`config.mk`:
```
export PLATFORM = sky130hd
export DESIGN_NAME = code_lock_param
export DESIGN_NICKNAME = d
export VERILOG_FILES = /design/src/rtl/code_lock_pkg.sv /design/src/rtl/button_debounce.sv /design/src/rtl/code_lock_param.sv
export SDC_FILE = /design/constraint.sdc
export NUM_CORES = 1
export LEC_CHECK = 0
export CAP_MARGIN = 30
export CORE_MARGIN = 8
export CORE_UTILIZATION = 35
export DETAILED_ROUTE_END_ITERATION = 8
export PLACE_DENSITY = 0.59
export SYNTH_ARGS = -nofsm -noshare
export SYNTH_HDL_FRONTEND = slang
export SYNTH_SLANG_ARGS = --single-unit
```
`constraint.sdc`:
```
create_clock -name clk -period 6.7 [get_ports clk]
set_clock_uncertainty 0.15 [all_clocks]
set_input_delay 0.67 -clock clk [delete_from_list [all_inputs] [get_ports clk]]
set_output_delay 0.67 -clock clk [all_outputs]
set_load 0.01 [all_outputs]
```
`src/rtl/code_lock_pkg.sv`:
```
`default_nettype none
// ============================================================================
// Module   : code_lock_pkg
// Brief    : Shared state encoding and LED colour constants for the code lock.
// Revision : 1.0 - initial release
// ============================================================================
package code_lock_pkg;

    typedef enum logic [2:0] {
        ENROLL   = 3'd0,
        VERIFY   = 3'd1,
        CHECK    = 3'd2,
        UNLOCKED = 3'd3,
        FAIL     = 3'd4,
        LOCKOUT  = 3'd5
    } state_t;

    // Active-low RGB: [2]=red, [1]=blue, [0]=green
    localparam logic [2:0] LED_OFF   = 3'b111;
    localparam logic [2:0] LED_RED   = 3'b011;
    localparam logic [2:0] LED_BLUE  = 3'b101;
    localparam logic [2:0] LED_GREEN = 3'b110;

endpackage : code_lock_pkg
`default_nettype wire

```
`src/rtl/button_debounce.sv`:
```
`default_nettype none
// ============================================================================
// Module   : button_debounce
// Brief    : Two-flop synchroniser plus stable-sample counter for a raw button.
// Revision : 1.0 - initial release
// ============================================================================
module button_debounce #(
    parameter int DEB_CYCLES = 500000
) (
    input  logic clk,
    input  logic rst_n,
    input  logic i_btnRaw,
    output logic o_btnLevel
);

    localparam int c_CNT_W = (DEB_CYCLES > 1) ? $clog2(DEB_CYCLES) : 1;
    localparam logic [c_CNT_W-1:0] c_CNT_LAST = c_CNT_W'(DEB_CYCLES - 1);

    logic               r_sync0;
    logic               r_sync1;
    logic               r_level;
    logic [c_CNT_W-1:0] r_cnt;

    // Level flips only after DEB_CYCLES consecutive samples that disagree with it
    always_ff @(posedge clk or negedge rst_n) begin
        if (!rst_n) begin
            r_sync0 <= 1'b1;
            r_sync1 <= 1'b1;
            r_level <= 1'b1;
            r_cnt   <= '0;
        end else begin
            r_sync0 <= i_btnRaw;
            r_sync1 <= r_sync0;
            if (r_sync1 == r_level) begin
                r_cnt <= '0;
            end else if (r_cnt == c_CNT_LAST) begin
                r_level <= r_sync1;
                r_cnt   <= '0;
            end else begin
                r_cnt <= r_cnt + 1'b1;
            end
        end
    end

    assign o_btnLevel = r_level;

endmodule : button_debounce
`default_nettype wire

```
`src/rtl/code_lock_param.sv`:
```
`default_nettype none
// ============================================================================
// Module   : code_lock_param
// Brief    : Two-button code lock with enrol/verify, attempt limit and lockout.
// Revision : 1.0 - initial release
// ============================================================================
module code_lock_param
    import code_lock_pkg::*;
#(
    parameter int CODE_LEN   = 6,
    parameter int DEB_CYCLES = 500000,
    parameter int BLINK_HALF = 10000000,
    parameter int MAX_TRIES  = 3,
    parameter int FAIL_HOLD  = 50000000
) (
    input  logic                           clk,
    input  logic                           rst_n,
    input  logic                           butonA,
    input  logic                           butonB,
    output logic [2:0]                     led,
    output logic                           unlocked,
    output logic                           locked_out,
    output logic [$clog2(MAX_TRIES+1)-1:0] fail_cnt
);

    localparam int c_IDX_W   = $clog2(CODE_LEN);
    localparam int c_FC_W    = $clog2(MAX_TRIES + 1);
    localparam int c_TMR_MAX = (BLINK_HALF > FAIL_HOLD) ? BLINK_HALF : FAIL_HOLD;
    localparam int c_TMR_W   = $clog2(c_TMR_MAX + 1);

    localparam logic [c_IDX_W-1:0] c_IDX_LAST   = c_IDX_W'(CODE_LEN - 1);
    localparam logic [c_FC_W-1:0]  c_FC_MAX     = c_FC_W'(MAX_TRIES);
    localparam logic [c_TMR_W-1:0] c_BLINK_LAST = c_TMR_W'(BLINK_HALF - 1);
    localparam logic [c_TMR_W-1:0] c_HOLD_LAST  = c_TMR_W'(FAIL_HOLD - 1);

    logic w_levelA;
    logic w_levelB;
    logic r_armed;
    logic w_pressA;
    logic w_pressB;
    logic w_press;

    state_t              r_state,     w_stateNext;
    logic [c_IDX_W-1:0]  r_bitIdx,    w_bitIdxNext;
    logic [CODE_LEN-1:0] r_code,      w_codeNext;
    logic [CODE_LEN-1:0] r_attempt,   w_attemptNext;
    logic [c_FC_W-1:0]   r_failCnt,   w_failCntNext;
    logic [c_FC_W-1:0]   w_failInc;
    logic [c_TMR_W-1:0]  r_timer,     w_timerNext;
    logic                r_blinkOn,   w_blinkOnNext;
    logic                r_first;
    logic                w_entry;
    logic [2:0]          r_led,       w_ledNext;
    logic                r_unlocked,  w_unlockedNext;
    logic                r_lockedOut, w_lockedOutNext;

    button_debounce #(.DEB_CYCLES(DEB_CYCLES)) u_debA (
        .clk        (clk),
        .rst_n      (rst_n),
        .i_btnRaw   (butonA),
        .o_btnLevel (w_levelA)
    );

    button_debounce #(.DEB_CYCLES(DEB_CYCLES)) u_debB (
        .clk        (clk),
        .rst_n      (rst_n),
        .i_btnRaw   (butonB),
        .o_btnLevel (w_levelB)
    );

    assign w_pressA  = r_armed & ~w_levelA &  w_levelB;
    assign w_pressB  = r_armed &  w_levelA & ~w_levelB;
    assign w_press   = w_pressA | w_pressB;
    assign w_failInc = r_failCnt + 1'b1;

    // A chord (both low) disarms too, so releasing one button of it cannot fire
    always_ff @(posedge clk or negedge rst_n) begin
        if (!rst_n) begin
            r_armed <= 1'b1;
        end else if (w_press || (!w_levelA && !w_levelB)) begin
            r_armed <= 1'b0;
        end else if (w_levelA && w_levelB) begin
            r_armed <= 1'b1;
        end
    end

    always_comb begin
        w_stateNext   = r_state;
        w_bitIdxNext  = r_bitIdx;
        w_codeNext    = r_code;
        w_attemptNext = r_attempt;
        w_failCntNext = r_failCnt;

        case (r_state)
            ENROLL: begin
                if (w_press) begin
                    w_codeNext[r_bitIdx] = w_pressB;
                    if (r_bitIdx == c_IDX_LAST) begin
                        w_bitIdxNext = '0;
                        w_stateNext  = VERIFY;
                    end else begin
                        w_bitIdxNext = r_bitIdx + 1'b1;
                    end
                end
            end
            VERIFY: begin
                if (w_press) begin
                    w_attemptNext[r_bitIdx] = w_pressB;
                    if (r_bitIdx == c_IDX_LAST) begin
                        w_bitIdxNext = '0;
                        w_stateNext  = CHECK;
                    end else begin
                        w_bitIdxNext = r_bitIdx + 1'b1;
                    end
                end
            end
            CHECK: begin
                w_attemptNext = '0;
                if (r_attempt == r_code) begin
                    w_stateNext   = UNLOCKED;
                    w_failCntNext = '0;
                end else begin
                    w_failCntNext = w_failInc;
                    w_stateNext   = (w_failInc == c_FC_MAX) ? LOCKOUT : FAIL;
                end
            end
            UNLOCKED: begin
                if (w_pressA) begin
                    w_stateNext   = VERIFY;
                    w_attemptNext = '0;
                    w_bitIdxNext  = '0;
                end else if (w_pressB) begin
                    w_stateNext   = ENROLL;
                    w_codeNext    = '0;
                    w_failCntNext = '0;
                    w_bitIdxNext  = '0;
                end
            end
            FAIL: begin
                w_attemptNext = '0;
                w_bitIdxNext  = '0;
                if (r_timer == c_HOLD_LAST) begin
                    w_stateNext = VERIFY;
                end
            end
            LOCKOUT: begin
                w_stateNext = LOCKOUT;
            end
            default: begin
                w_stateNext = ENROLL;
            end
        endcase

        // The first cycle out of reset counts as an entry so blinking starts colour-on
        w_entry = r_first || (w_stateNext != r_state);
        if (w_entry) begin
            w_timerNext   = '0;
            w_blinkOnNext = 1'b1;
        end else if (r_state != FAIL && r_timer == c_BLINK_LAST) begin
            w_timerNext   = '0;
            w_blinkOnNext = ~r_blinkOn;
        end else begin
            w_timerNext   = r_timer + 1'b1;
            w_blinkOnNext = r_blinkOn;
        end

        w_ledNext = r_led;
        case (w_stateNext)
            ENROLL:   w_ledNext = w_blinkOnNext ? LED_BLUE  : LED_OFF;
            VERIFY:   w_ledNext = w_blinkOnNext ? LED_GREEN : LED_OFF;
            UNLOCKED: w_ledNext = LED_GREEN;
            FAIL:     w_ledNext = LED_RED;
            LOCKOUT:  w_ledNext = LED_RED;
            default:  w_ledNext = r_led;
        endcase
        w_unlockedNext  = (w_stateNext == UNLOCKED);
        w_lockedOutNext = (w_stateNext == LOCKOUT);
    end

    always_ff @(posedge clk or negedge rst_n) begin
        if (!rst_n) begin
            r_state     <= ENROLL;
            r_bitIdx    <= '0;
            r_code      <= '0;
            r_attempt   <= '0;
            r_failCnt   <= '0;
            r_timer     <= '0;
            r_blinkOn   <= 1'b1;
            r_first     <= 1'b1;
            r_led       <= LED_OFF;
            r_unlocked  <= 1'b0;
            r_lockedOut <= 1'b0;
        end else begin
            r_state     <= w_stateNext;
            r_bitIdx    <= w_bitIdxNext;
            r_code      <= w_codeNext;
            r_attempt   <= w_attemptNext;
            r_failCnt   <= w_failCntNext;
            r_timer     <= w_timerNext;
            r_blinkOn   <= w_blinkOnNext;
            r_first     <= 1'b0;
            r_led       <= w_ledNext;
            r_unlocked  <= w_unlockedNext;
            r_lockedOut <= w_lockedOutNext;
        end
    end

    assign led        = r_led;
    assign unlocked   = r_unlocked;
    assign locked_out = r_lockedOut;
    assign fail_cnt   = r_failCnt;

endmodule : code_lock_param
`default_nettype wire

```
# Yosys cells after proc, flatten, opt, wreduce, memory -nomap -nowiden
# Cells that the tools add are included.
# Widths: inputs -> output; s select.
# op_classes
order_cmp	2
add_sub_neg	5
mux	43
eq_ne	27
n_reduce_logical	25
n_bitwise	10
# op_table
operator	n
$mux 19	4
$mux 26	2
$add 19x1->19 const B	2
$eq 19x19->1 const B	2
$mux 3	12
$mux 6	5
$add 26x1->26 const B	1
$eq 26x24->1 const B	1
$eq 26x26->1 const B	1
$pmux 3 s6	1
$pmux 6 s3	1
$eq 3x3->1 const B	5
$bwmux 6	2
$pmux 3 s4	1
$pmux 6 s2	1
$ne 2x2->1 const B	5
$eq 3x2->1 const B	3
$pmux 3 s3	1
$reduce_and 3->1	3
$mux 2	4
$mux 1	7
$eq 3x1->1 const B	2
$eq 6x6->1	1
$logic_not 3->1	2
23 further kinds	43
# word_totals
ff_bits	98

# Longest topological paths before layout
# depth
ltp_word	11
ltp_mapped	9

# Hierarchy
# Synthesis repeated with hierarchy kept, for this count alone.
# hier_totals
cells_unflattened	542
area_unflattened_um2	5163.7
# modules_own_cells
module	cells_per_inst	instances	seq_area_each_um2	area_per_inst_um2
code_lock_param	332	1	1358.8	2996.6
button_debounce	105	2	554.3	1083.5

# Least setup slack after synthesis
# OpenSTA, ideal clock, no wires.
# synth_timing
path_kind	reg-to-reg
startpoint	reg u_debA.r_level, in the netlist u_debA.o_btnLevel
endpoint	reg r_timer[21]
t_arrival_ns	1.954
n_path_buf	2
stages_incl_launch_ff	9
required_time_ns	6.478
path_slack_ns	4.524
setup_time_ns	0.072
period_less_slack_ns	2.176
path_cell_list	dfstp_2 > buf_6 > nor2b_1 > a311oi_1 > a311o_1 > a211oi_2 > nand3_4 > buf_6 > nor2_1
# synth_via
elab_chain_cells	9
elab_cells_between_ends	14
# synth_lines
item	line	text
start: declaration	button_debounce.sv:21	logic r_level;
start signal: assignment	button_debounce.sv:37	r_level <= r_sync1;
$not 1->1	code_lock_param.sv:71	assign w_pressA = r_armed & ~w_levelA & w_levelB;
$and 1x1->1 (2 in series)	code_lock_param.sv:71	
$or 1x1->1	code_lock_param.sv:73	assign w_press = w_pressA | w_pressB;
$mux 3, on equally long branches	code_lock_param.sv:107, code_lock_param.sv:96	
$pmux 3 s6 (*)	code_lock_param.sv:94	case (r_state)
$ne 3x3->1 (*)	code_lock_param.sv:155	w_entry = r_first || (w_stateNext != r_state);
$logic_or 1x1->1 (*)	code_lock_param.sv:155	
$mux 26 (*)	code_lock_param.sv:156	if (w_entry) begin
net w_timerNext[21]	code_lock_param.sv:49	logic [c_TMR_W-1:0] r_timer, w_timerNext;
end signal: assignment	code_lock_param.sv:199	r_timer <= w_timerNext;
end: declaration	code_lock_param.sv:49	
# Mark *: on every way through the listed nets, which the timed path passes. The rest lies on a longest branch.
# A chain may end at the register's enable or synchronous reset.

# Worst setup path in the final report
# layout_timing
startpoint	reg u_debA.r_level, in the netlist u_debA.o_btnLevel
endpoint	reg r_timer[5]
# Same word-level chain as after synthesis.

==> results.md <==
* Ant. Diodes at 0
* Post-cts resize count at 0
* Clock Tree Buf Depth at 2
* Crit. End Element: flip-flop
* Post-layout min period at 2.613 ns
* Core ar. at 13770 um2
* DP Cell Count at 674
* Initial antenna violation count at 0
* Post-route setup TNS at 0 ns
* Max IR drop VDD at 0.0001155 V
* Int Pwr at 915.7 uW
* H-tree lvl count at 3
* Critical path data arrival time at 2.75 ns
* Clock network fraction of total power at 45.3%
* Reg-to-reg endpoint: r_timer[5]
* Dpl hpwl at 6.271 mm
* Critical path class: reg -> reg
* Post-synth net total at 507
* CP Cell Sequence: nor2b_1, a311oi_1, a311o_1, a211oi_2, nand3_4, and2b_2
* Most common cell after layout, fill and taps aside: nor2_1
* Critical path depth at 6
* Post-CTS Setup Inserts at 0
* Power share of the combinational group at 2.5%
* Reg power frac at 52.2%
* Seq/Total Area, Yosys at 50.24%
* Worst-Margin Slew at 0.8457 ns
* PnR worst setup slack at 4.087 ns
* Count of different cell masters after synthesis at 55
* Final Hold Fails at 0
* Inserted Clock Buffers at 9
* Clock Tree Root: clkbuf_16
* First-pass GRT wire length at 15.48 mm
* Drt wl/cell at 13.00 um
* RePlAce Congestion at 0.7701
* Overall routed net length at 8.967 mm
* Delay-heaviest family, CP: simple AND/OR/NAND/NOR gates
* Die Y-Extent at 134.5 um
* Vias post-DR at 3442
* DP Worst Slack at 4.091 ns
* Hold Crit Class: in -> async
* Reg2Reg Depth at 6
* Gate Count Post-Synth at 499
* Total track usage at 10.50%
* Die X at 134.5 um
* Share of the synthesized area in the top cell type at 43.82%
* Crit. Startpoint: u_debA.o_btnLevel
* TritonCTS Sinks at 98
* Vias in the first global route at 3328
* Most frequent cells in the layout: nor2_1 (91), dfrtp_1 (86), xor2_1 (43), nand2_1 (33)
* Headroom to the max-slew limit at 43.62%
* Vias/cell at 4.988
* Slowest cell on crit path: dfstp_2
* Status: finished clean
* Hold-fix buffers at CTS at 0
* Asr flop ratio synth at 100.0%
* Slowest Stage Delay on Critical Path at 0.62 ns
* Final period util at 39.00%
* Max-cap violations at 0
* Ranking of synthesized cells by area: dfrtp_1 (44%), xor2_1 (7.7%), nor2_1 (7.0%), dfstp_2 (6.4%), xnor2_1 (4.5%)
* Avg Cell Area, Syn at 9.842 um2
* NetSw at 241.5 uW
* Pre-antenna DRT Iters at 4
* Final total power at 1.157 mW
* Switch share at 20.87%
* Max FO, Critical Path at 25
* DIE AREA at 18080 um2
* Fill cell count at 1397
* Fin nets at 513
* Critical path required time at 6.84 ns
* Yosys reg bits at 98
* RSZ-0062 raised after global routing: no
* Setup Viol. Count Final at 0
* Post-Syn Area at 4911 um2
* Initial Util at 35.66%
* Yosys warns at 0
* PD cells at 212.9 nW/um2
* Port Buffers at 10
* R2R setup slack at 4.09 ns
* Worst Path Buf+Inv at 0
* Area growth syn-to-layout at 10.68%
* Layout cell share with drive strength beyond 1 at 9.608%
* CTS tree: done
* Leak pwr at 2.290 nW
* Clk_lat worst skew at 0.34 ns
* Yosys top cell by area: dfrtp_1
* Crit path to: r_timer[5]
* Top FF cell, synth: dfrtp_1
* Reg-to-reg startpoint: u_debA.o_btnLevel
* Non-filler cells, final at 690
* Max-slew violations at 0
* Antenna viol nets, final at 0
* Max Clk Rate at 382.7 MHz
* Largest net degree at the start of global routing at 70
* Overflow after GRT at 0
* I/O pins at 11
* Core Rows at 43
* EDFF count, synth at 0
* Clk slew on worst S/H paths at 0.06 ns
* Residual DRC count at 0
* Detailed Route Iter0 Violations at 283
* Crit path launch type: flip-flop
==> worst min-delay path by stage <==
| stage | startpoint | to | slack (ns) | cells after the start |
|---|---|---|---|---|
| finish | rst_n | r_timer[17] | 0.09 | 1 |
| CTS | rst_n | r_timer[17] | 0.09 | 1 |
| detailed placement | u_debB.r_sync0 | u_debB.r_sync1 | 0.20 | 0 |
| floorplan | u_debA.r_sync0 | u_debA.r_sync1 | 0.20 | 0 |
| global route | rst_n | r_timer[17] | 0.11 | 1 |
| global placement | u_debB.r_sync0 | u_debB.r_sync1 | 0.20 | 0 |
==> cell usage after synthesis (2+ instances only) <==
library cell   n
inv_1         16
a31oi_1        5
nor2b_1        4
nand2_1       33
nand2b_1       4
buf_6          5
and2_1         5
dfstp_2       12
a22o_1         5
nor4_2         2
and3_1         7
nor2_2         2
nand3_1       21
o21ai_0       25
and3b_2        2
a32o_1         2
nor3_1         9
a21oi_1        6
xnor2_1       25
mux2_2         2
ha_1           4
nor4_1         8
clkbuf_1       7
dfrtp_1       86
or3_1          2
xor2_1        43
nand4_1       18
nand3b_1       3
nor3b_1        5
or2_2          5
and4_1         8
or4_1          2
nor2_1        91
buf_4          4
==> cell families (layout without fill, tap and decap cells) <==
group | Yosys count | in the layout | synth area share [%]
and+or+nand+nor | 241 | 241 | 25.40
DFF | 98 | 98 | 50.24
xor gates and xnor gates | 69 | 69 | 12.46
AOI/OAI and AO/OA | 52 | 52 | 6.828
buffers and inverters | 32 | 43 | 3.516
adders and majority gates | 4 | 4 | 1.019
muxes | 2 | 2 | 0.4586
other | 1 | 1 | 0.07636
==> sequential cells by signal, summed over array words and instances (netlist names), 2 cells and up <==
| name | flops |
|---|---|
| fail_cnt | 2 |
| led | 3 |
| r_attempt | 6 |
| r_bitIdx | 3 |
| r_code | 6 |
| r_state | 3 |
| r_timer | 26 |
| u_debA.r_cnt | 19 |
| u_debB.r_cnt | 19 |
==> per-stage QoR <==
step	utilization [%]	cell area [um2]	hold WS (ns)
3_3_place_gp	37.24	5129	0.1971
5_1_grt	39.46	5435	0.1115
3_5_place_dp	37.24	5129	0.1975
4_1_cts	39.46	5435	0.09138
2_1_floorplan	-	4911	0.1952
6_report	39.46	5435	0.08803
==> power groups by stage <==
stage / Combinational [mW] / Clock (mW) / Sequential (mW)
detailed placement: 0.0305 / 0 / 0.615
CTS: 0.0307 / 0.543 / 0.604
global placement: 0.0301 / 0 / 0.614
finish: 0.0290 / 0.524 / 0.604
floorplan: 0.0157 / 0 / 0.614
global route: 0.0345 / 0.561 / 0.604
==> area by class of cell <==
cell class	count	area, um2	share of cell area (%)
clock inverters	4	50.05	0.9208
repair buffers	11	105.1	1.934
clock buffers	12	256.5	4.719
inverters	16	60.06	1.105
flip-flops and latches	98	2467	45.40
well taps	180	225.2	4.144
multi-input cells	369	2271	41.78
==> layer usage <==
metal	vias to the layer above	wire (um)	GRT usage [%]
li1	1717	-	-
met1	1687	4511	13.89
met2	28	4063	15.70
met3	10	238	2.786
met4	0	155	4.866
met5	-	0	0
Power figures use the tool's default switching activity.
